$ cat src/rtl/level_ctl_pkg.sv
// Shared game definitions: FSM state encoding, level codes and default timing.
// Also used by the obstacle drawer and the collision logic.
package level_ctl_pkg;

  typedef enum logic [2:0] {
    ST_IDLE    = 3'd0,
    ST_PLAY    = 3'd1,
    ST_LANDED  = 3'd2,
    ST_CRASHED = 3'd3,
    ST_WIN     = 3'd4,
    ST_OVER    = 3'd5
  } game_state_e;

  // Level codes: 0 draws no obstacles, 1..LVL_MAX are playable levels.
  localparam logic [2:0] LVL_NONE  = 3'd0;
  localparam logic [2:0] LVL_FIRST = 3'd1;
  localparam int         LVL_MAX   = 3;

  localparam int WAIT_FRAMES_DEF = 120;
  localparam int LIVES_INIT_DEF  = 3;

  // Lives count that never underflows below zero.
  function automatic logic [1:0] lives_dec(input logic [1:0] v);
    return (v == 2'd0) ? 2'd0 : v - 2'd1;
  endfunction

endpackage

$ cat src/rtl/level_ctl_frame_tick.sv
// Frame tick generator: one-cycle pulse on each rising edge of vsync.
// Shared by every block that advances at frame rate.
module frame_tick (
  input  logic clk,
  input  logic rst,
  input  logic vsync_i,
  output logic tick_o
);

  logic vsync_q;

  // Delay vsync by one clock so its rising edge can be seen.
  always_ff @(posedge clk or posedge rst) begin
    if (rst) begin
      vsync_q <= 1'b0;
    end else begin
      // NOTE: state registers use non-blocking assignment so every flop samples pre-edge values.
      vsync_q <= vsync_i;
    end
  end

  assign tick_o = vsync_i & ~vsync_q;

endmodule

$ cat src/rtl/level_ctl.sv
// Lunar-lander game sequencer: level progression, lives, pause timing and
// the start/win/game-over flow. Everything advances only on frame ticks.
module level_ctl
  import level_ctl_pkg::*;
#(
  parameter int WAIT_FRAMES = WAIT_FRAMES_DEF,
  parameter int NUM_LVL     = LVL_MAX,
  parameter int LIVES_INIT  = LIVES_INIT_DEF
) (
  input  logic       clk,
  input  logic       rst,
  input  logic       vsync_in,
  input  logic       start_btn,
  input  logic       landed,
  input  logic       crashed,
  output logic [2:0] lvl,
  output logic [1:0] lives,
  output logic       load_pos,
  output logic       freeze,
  output logic       game_over,
  output logic       win
);

  localparam int             CW        = $clog2(WAIT_FRAMES + 1);
  localparam logic [CW-1:0]  CNT_LAST  = CW'(WAIT_FRAMES - 1);
  localparam logic [2:0]     LVL_TOP   = 3'(NUM_LVL);
  localparam logic [1:0]     LIVES_RST = 2'(LIVES_INIT);

  logic tick;
  logic start_q;
  logic start_rise;

  game_state_e   state_q;
  logic [CW-1:0] cnt_q;
  logic          pend_start_q, pend_land_q, pend_crash_q;
  logic [2:0]    lvl_q;
  logic [1:0]    lives_q;
  logic          load_pos_q, freeze_q, game_over_q, win_q;

  // Events seen so far this frame, including one arriving on the tick itself.
  logic start_ev, land_ev, crash_ev;

  frame_tick u_frame_tick (
    .clk     (clk),
    .rst     (rst),
    .vsync_i (vsync_in),
    .tick_o  (tick)
  );

  // Start button edge detector; holding the button never retriggers.
  always_ff @(posedge clk or posedge rst) begin
    if (rst) start_q <= 1'b0;
    else     start_q <= start_btn;
  end

  assign start_rise = start_btn & ~start_q;
  assign start_ev   = pend_start_q | start_rise;
  assign land_ev    = pend_land_q  | landed;
  assign crash_ev   = pend_crash_q | crashed;

  // Sequencer: latch events between ticks, change state and outputs on ticks.
  always_ff @(posedge clk or posedge rst) begin
    if (rst) begin
      state_q      <= ST_IDLE;
      cnt_q        <= '0;
      pend_start_q <= 1'b0;
      pend_land_q  <= 1'b0;
      pend_crash_q <= 1'b0;
      lvl_q        <= LVL_NONE;
      lives_q      <= LIVES_RST;
      load_pos_q   <= 1'b0;
      freeze_q     <= 1'b1;
      game_over_q  <= 1'b0;
      win_q        <= 1'b0;
    end else begin
      // NOTE: load_pos defaults low every cycle and is raised only on PLAY entry, so it is a single-cycle pulse.
      load_pos_q <= 1'b0;
      if (tick) begin
        pend_start_q <= 1'b0;
        pend_land_q  <= 1'b0;
        pend_crash_q <= 1'b0;
        case (state_q)
          ST_IDLE: begin
            if (start_ev) begin
              state_q    <= ST_PLAY;
              lvl_q      <= LVL_FIRST;
              load_pos_q <= 1'b1;
              freeze_q   <= 1'b0;
            end
          end
          ST_PLAY: begin
            if (crash_ev) begin
              state_q  <= ST_CRASHED;
              lives_q  <= lives_dec(lives_q);
              cnt_q    <= '0;
              freeze_q <= 1'b1;
            end else if (land_ev) begin
              state_q  <= ST_LANDED;
              cnt_q    <= '0;
              freeze_q <= 1'b1;
            end
          end
          ST_LANDED: begin
            if (cnt_q == CNT_LAST) begin
              cnt_q <= '0;
              if (lvl_q < LVL_TOP) begin
                state_q    <= ST_PLAY;
                lvl_q      <= lvl_q + 3'd1;
                load_pos_q <= 1'b1;
                freeze_q   <= 1'b0;
              end else begin
                state_q <= ST_WIN;
                win_q   <= 1'b1;
              end
            end else begin
              cnt_q <= cnt_q + 1'b1;
            end
          end
          ST_CRASHED: begin
            if (cnt_q == CNT_LAST) begin
              cnt_q <= '0;
              if (lives_q != 2'd0) begin
                state_q    <= ST_PLAY;
                load_pos_q <= 1'b1;
                freeze_q   <= 1'b0;
              end else begin
                state_q     <= ST_OVER;
                game_over_q <= 1'b1;
              end
            end else begin
              cnt_q <= cnt_q + 1'b1;
            end
          end
          ST_WIN, ST_OVER: begin
            if (start_ev) begin
              state_q     <= ST_IDLE;
              lvl_q       <= LVL_NONE;
              lives_q     <= LIVES_RST;
              game_over_q <= 1'b0;
              win_q       <= 1'b0;
            end
          end
          default: state_q <= ST_IDLE;
        endcase
      end else begin
        if (start_rise && (state_q == ST_IDLE || state_q == ST_WIN || state_q == ST_OVER))
          pend_start_q <= 1'b1;
        if (landed && state_q == ST_PLAY)
          pend_land_q <= 1'b1;
        if (crashed && state_q == ST_PLAY)
          pend_crash_q <= 1'b1;
      end
    end
  end

  assign lvl       = lvl_q;
  assign lives     = lives_q;
  assign load_pos  = load_pos_q;
  assign freeze    = freeze_q;
  assign game_over = game_over_q;
  assign win       = win_q;

endmodule

$ cat config.mk
export PLATFORM = sky130hd
export DESIGN_NAME = level_ctl
export DESIGN_NICKNAME = d
export VERILOG_FILES = /design/src/rtl/level_ctl_pkg.sv /design/src/rtl/level_ctl_frame_tick.sv /design/src/rtl/level_ctl.sv
export SDC_FILE = /design/constraint.sdc
export NUM_CORES = 1
export LEC_CHECK = 0
export BUFFER_PORTS_ARGS = -buffer_cell sky130_fd_sc_hd__buf_2
export CORE_MARGIN = 3
export CORE_UTILIZATION = 61
export DETAILED_ROUTE_END_ITERATION = 16
export GPL_TIMING_DRIVEN = 0
export PLACE_DENSITY_LB_ADDON = 0.1
export SYNTH_ARGS = -nofsm -noshare
export SYNTH_HDL_FRONTEND = slang
export SYNTH_SLANG_ARGS = --single-unit
$ cat constraint.sdc
create_clock -name clk -period 3.7 [get_ports clk]
set_input_delay 0 -clock clk [delete_from_list [all_inputs] [get_ports clk]]
set_output_delay 0 -clock clk [all_outputs]
set_load 0.05 [all_outputs]
==> results <==
- In the global route stage, overall resource usage came out at 0.221.
- The antenna violation net count after detailed routing is 0.
- The vertical die dimension is 53.0 um.
- The port buffer count is 14.
- During synthesis, Yosys emitted a total of 0 warnings.
- The analysis attributes to net switching a power of 467 uW.
- The library cell occupying the most area in the post-synthesis netlist is sky130_fd_sc_hd__dfrtp_1.
- From synthesis to final layout, the design area changed by 14.1%.
- The final weighted congestion of routability-driven global placement is 0.885.
- For this run, asynchronously set or reset flops after synthesis account for 1.00.
- Setup violations remaining at the end of the flow were counted as 0.
- The insertion delay of the later-clocked pin in the worst-skew pair is 310 ps.
- The maximum fanout encountered on the critical timing path is 4.
- In this run the worst setup path begins at pend_crash_q.
- The worst setup path is launched from a flop.
- The share of Yosys cell area claimed by the top area cell type is 0.390.
- The relative contribution of combinational cells to total power is 0.493.
- The internal power component is 589 uW.
- The cell row count is 16.
- The number of antenna violations at the first check in global routing came to 0.
- The worst hold path startpoint is vsync_in.
- The number of iterations in the first detailed-routing pass is 4.
- The slowest stage of the critical path is the sky130_fd_sc_hd__dfrtp_1 cell.
- The detailed-placement wirelength estimate is 1970 um.
- In this run the mean area of a mapped cell was 10.2 um^2.
- In the routed design, unresolved DRC markers number 0.
- Summing all multi-input logic gate instances after layout gives 689 um^2.
- Counting tap cells, the placed design contains a total of 173 instances.
- Leaving out fill and tap cells, the most frequent cell in the layout is sky130_fd_sc_hd__dfrtp_1.
- In this run the horizontal extent of the chip is 53.0 um.
- STA classifies the critical path endpoint as a flop.
- In this run, synthesis inferred 0 flip-flops with an integrated enable.
- The number of nets in the synthesized netlist is 140.
- CTS saw 24 sinks.
- The average detailed-routed wire length per instance is 15.1 um.
- After routing, the total negative slack on setup checks comes to 0 ps.
- Entering global routing, the biggest net connects 25 pins.
- Data on the critical path arrives at its endpoint at 1880 ps.
- The clock period minus worst slack is 1670 ps.
- The wire length reported by the detailed router is 2750 um.
- The share of total power dissipated in sequential elements is 0.379.
- The total power density per cell area is 687 nW/um^2.
- For this configuration, the core starts out at a cell density of 0.666.
- The highest attainable clock frequency is 0.599 GHz.
- The tree is rooted in a sky130_fd_sc_hd__clkbuf_4.
- Summed over all cells, the static leakage comes to 0.000662 uW.
- The number of fill cells is 153.
- The library cells used most frequently in the layout, excluding fill and tap cells, are 21 x sky130_fd_sc_hd__dfrtp_1, 17 x sky130_fd_sc_hd__buf_2, 15 x sky130_fd_sc_hd__nor2_1.
- At the pin with the least slew margin, the transition time is 926 ps.
- The flow ran to the end, and the final reports show no timing, DRC or antenna violations.
- The max-slew violation total from the final report is 0.
- The longest clock path from root to sink contains 2 buffers.
- The number of max-cap violations is 0.
- TritonCTS built the clock tree.
- The cell count after synthesis came out at 132.
- In this run, synthesis produced a sequential element count of 24.
- The quantity of gates resized following cts is 0.
- In the finished design, the share of the clock period the worst path needs comes to 0.452.
- The total overflow left after global routing is 0.
- The first global-routing pass estimated 4640 um of wire.
- The critical path required time is 3910 ps.
- The count of H-tree levels built during CTS is 1.
- The critical path is of the flop to flop type.
- Across the routed clock network, the largest skew measured is 9.94 ps.
- The count of different cell masters after synthesis is 50.
- The post-route cell area is 1540 um^2.
- The fraction of power spent switching nets is 0.442.
- The number of clock buffers inserted by TritonCTS is 3.
- The total die area is 2810 um^2.
- Summing over every cut layer, the via total after detailed routing is 1152.
- For this block, the initial DRC count from the detailed router was 28.
- Setup repair after global routing left no endpoint under its margin.
- The final layout contains 164 nets.
- The maximum single-stage delay on the critical path is 440 ps.
- The footprint of the flip-flops and latches is 604 um^2.
- The primary flip-flop cell chosen by synthesis mapping is sky130_fd_sc_hd__dfrtp_1.
- In this run the cell area of the synthesized design comes to 1350 um^2.
- The category of cells accounting for the largest share of critical-path delay is flip-flops.
- The number of global-route vias before repair came to 1051.
- The worst pin sits at a relative slew slack of 0.382.
- Once layout is complete, the cells apart from fillers number 182.
- The final-report hold violation count is 0.
- Counting both buffers and inverters, the worst setup path holds a total of 0.
- The startpoint of the most critical register-to-register path is pend_crash_q.
- The cell area after placement is 1450 um^2.
- Of the cells placed in the final design, the portion with a size suffix greater than 1 is 0.245.
- Traced cell by cell, the critical path runs through nor4_1 -> a32oi_1 -> o211ai_1 -> mux2_2.
- The maximum VDD drop is 0.432 mV.
- Ranked by total cell area, the synthesized netlist is headed by sky130_fd_sc_hd__dfrtp_1 39%, sky130_fd_sc_hd__dfstp_2 5.9%, sky130_fd_sc_hd__nor2_1 4.2%.
- Of the total power, the clock network draws 0.128.
- After clock tree synthesis, the clock-pin slew on the worst setup and hold paths is 130 ps.
- The number of antenna repair diodes is 0.
- The proportion of synthesized chip area in sequential cells is 0.449.
- 15 I/O pins were placed.
- The via count normalized by instance count is 6.33.
- The core region is 2020 um^2.
- The min-delay analysis places its worst path in the category input pin to flop.
==> cell families after synthesis <==
family	after synthesis	synth area share
AO/OA/AOI/OAI	42	0.243
AND/OR/NAND/NOR	53	0.233
multiplexers	2	0.0167
adder cells (fa/ha/maj)	2	0.0186
buffers and inverters	9	0.0390
flip-flops	24	0.449
==> power by group through the flow <==
stage               registers, uW  logic [uW]  clock network, uW
global placement              401         505                  0
global route                  410         572                151
detailed placement            404         511                  0
floorplan                     485         326                  0
finish                        400         520                136
CTS                           398         518                141
==> flip-flops by register name, summed over array words and instances (netlist names) <==
signal	flops
state_q	3
lvl	3
lives	2
win	1
game_over	1
u_frame_tick.vsync_q	1
start_q	1
cnt_q	7
pend_land_q	1
pend_crash_q	1
load_pos	1
pend_start_q	1
freeze	1
==> synth_stat cells, types with 2 or more instances <==
cell                        n
sky130_fd_sc_hd__dfrtp_1   21
sky130_fd_sc_hd__nor2_1    15
sky130_fd_sc_hd__o21ai_0    8
sky130_fd_sc_hd__nand2_1    6
sky130_fd_sc_hd__nand2b_1   6
sky130_fd_sc_hd__a22o_1     5
sky130_fd_sc_hd__nand3_1    5
sky130_fd_sc_hd__inv_1      4
sky130_fd_sc_hd__nor2b_1    4
sky130_fd_sc_hd__nor3_1     4
sky130_fd_sc_hd__a21oi_1    3
sky130_fd_sc_hd__buf_2      3
sky130_fd_sc_hd__dfstp_2    3
sky130_fd_sc_hd__a21o_1     2
sky130_fd_sc_hd__a32o_1     2
sky130_fd_sc_hd__buf_6      2
sky130_fd_sc_hd__ha_1       2
sky130_fd_sc_hd__mux2_2     2
sky130_fd_sc_hd__nor4b_1    2
sky130_fd_sc_hd__o211ai_1   2
sky130_fd_sc_hd__o31ai_1    2
==> worst paths after layout <==
| path | endpoint | slack (ps) | cells after the start |
|---|---|---|---|
| worst max-delay path | state_q[0] | 2030 | 4 |
| worst min-delay path | u_frame_tick.vsync_q | 360 | 2 |
| worst max register to register | state_q[0] | 2030 | 4 |
| worst min register to register | win | 510 | 1 |
| max in group asynchronous | cnt_q[6] | 2690 | 3 |
| min in group asynchronous | lvl[0] | 440 | 3 |
==> layout make-up <==
type | count | area share
multi-input combinational | 99 | 0.449
sequential | 24 | 0.393
buffer | 5 | 0.0244
clock buffer | 4 | 0.0236
timing repair buffer | 19 | 0.0782
inverter | 4 | 0.00977
tap | 27 | 0.0220
==> stage by stage <==
step / total power (uW) / hold WS, ps / setup WS (ps) / util
2_1_floorplan: 811 / 12.4 / 2000 / -
3_3_place_gp: 906 / 130 / 2090 / 0.717
3_5_place_dp: 915 / 135 / 2070 / 0.717
4_1_cts: 1060 / 349 / 2060 / 0.760
5_1_grt: 1130 / 339 / 1900 / 0.760
6_report: 1060 / 355 / 2030 / 0.760
==> repair_timing <==
| item | CTS | global route |
|---|---|---|
| hold buffers | 5 | 0 |
| buffers inserted | 0 | 0 |
| endpoints found under the hold margin | 25 | 0 |
==> routing by layer <==
layer	wire length, um	global-route usage	vias to the layer above
li1	-	-	548
met1	1220	0.279	566
met2	1340	0.390	36
met3	168	0.0366	2
met4	13	0.0553	0
met5	0	0	-
==> worst register-to-register path, delay by kind of cell (launching register included) <==
| family | cells | cell delay, ps |
|---|---|---|
| AOI/OAI and AO/OA | 2 | 400 |
| DFF | 1 | 440 |
| muxes | 1 | 360 |
| and+or+nand+nor | 1 | 370 |
Power figures use the tool's default switching activity.
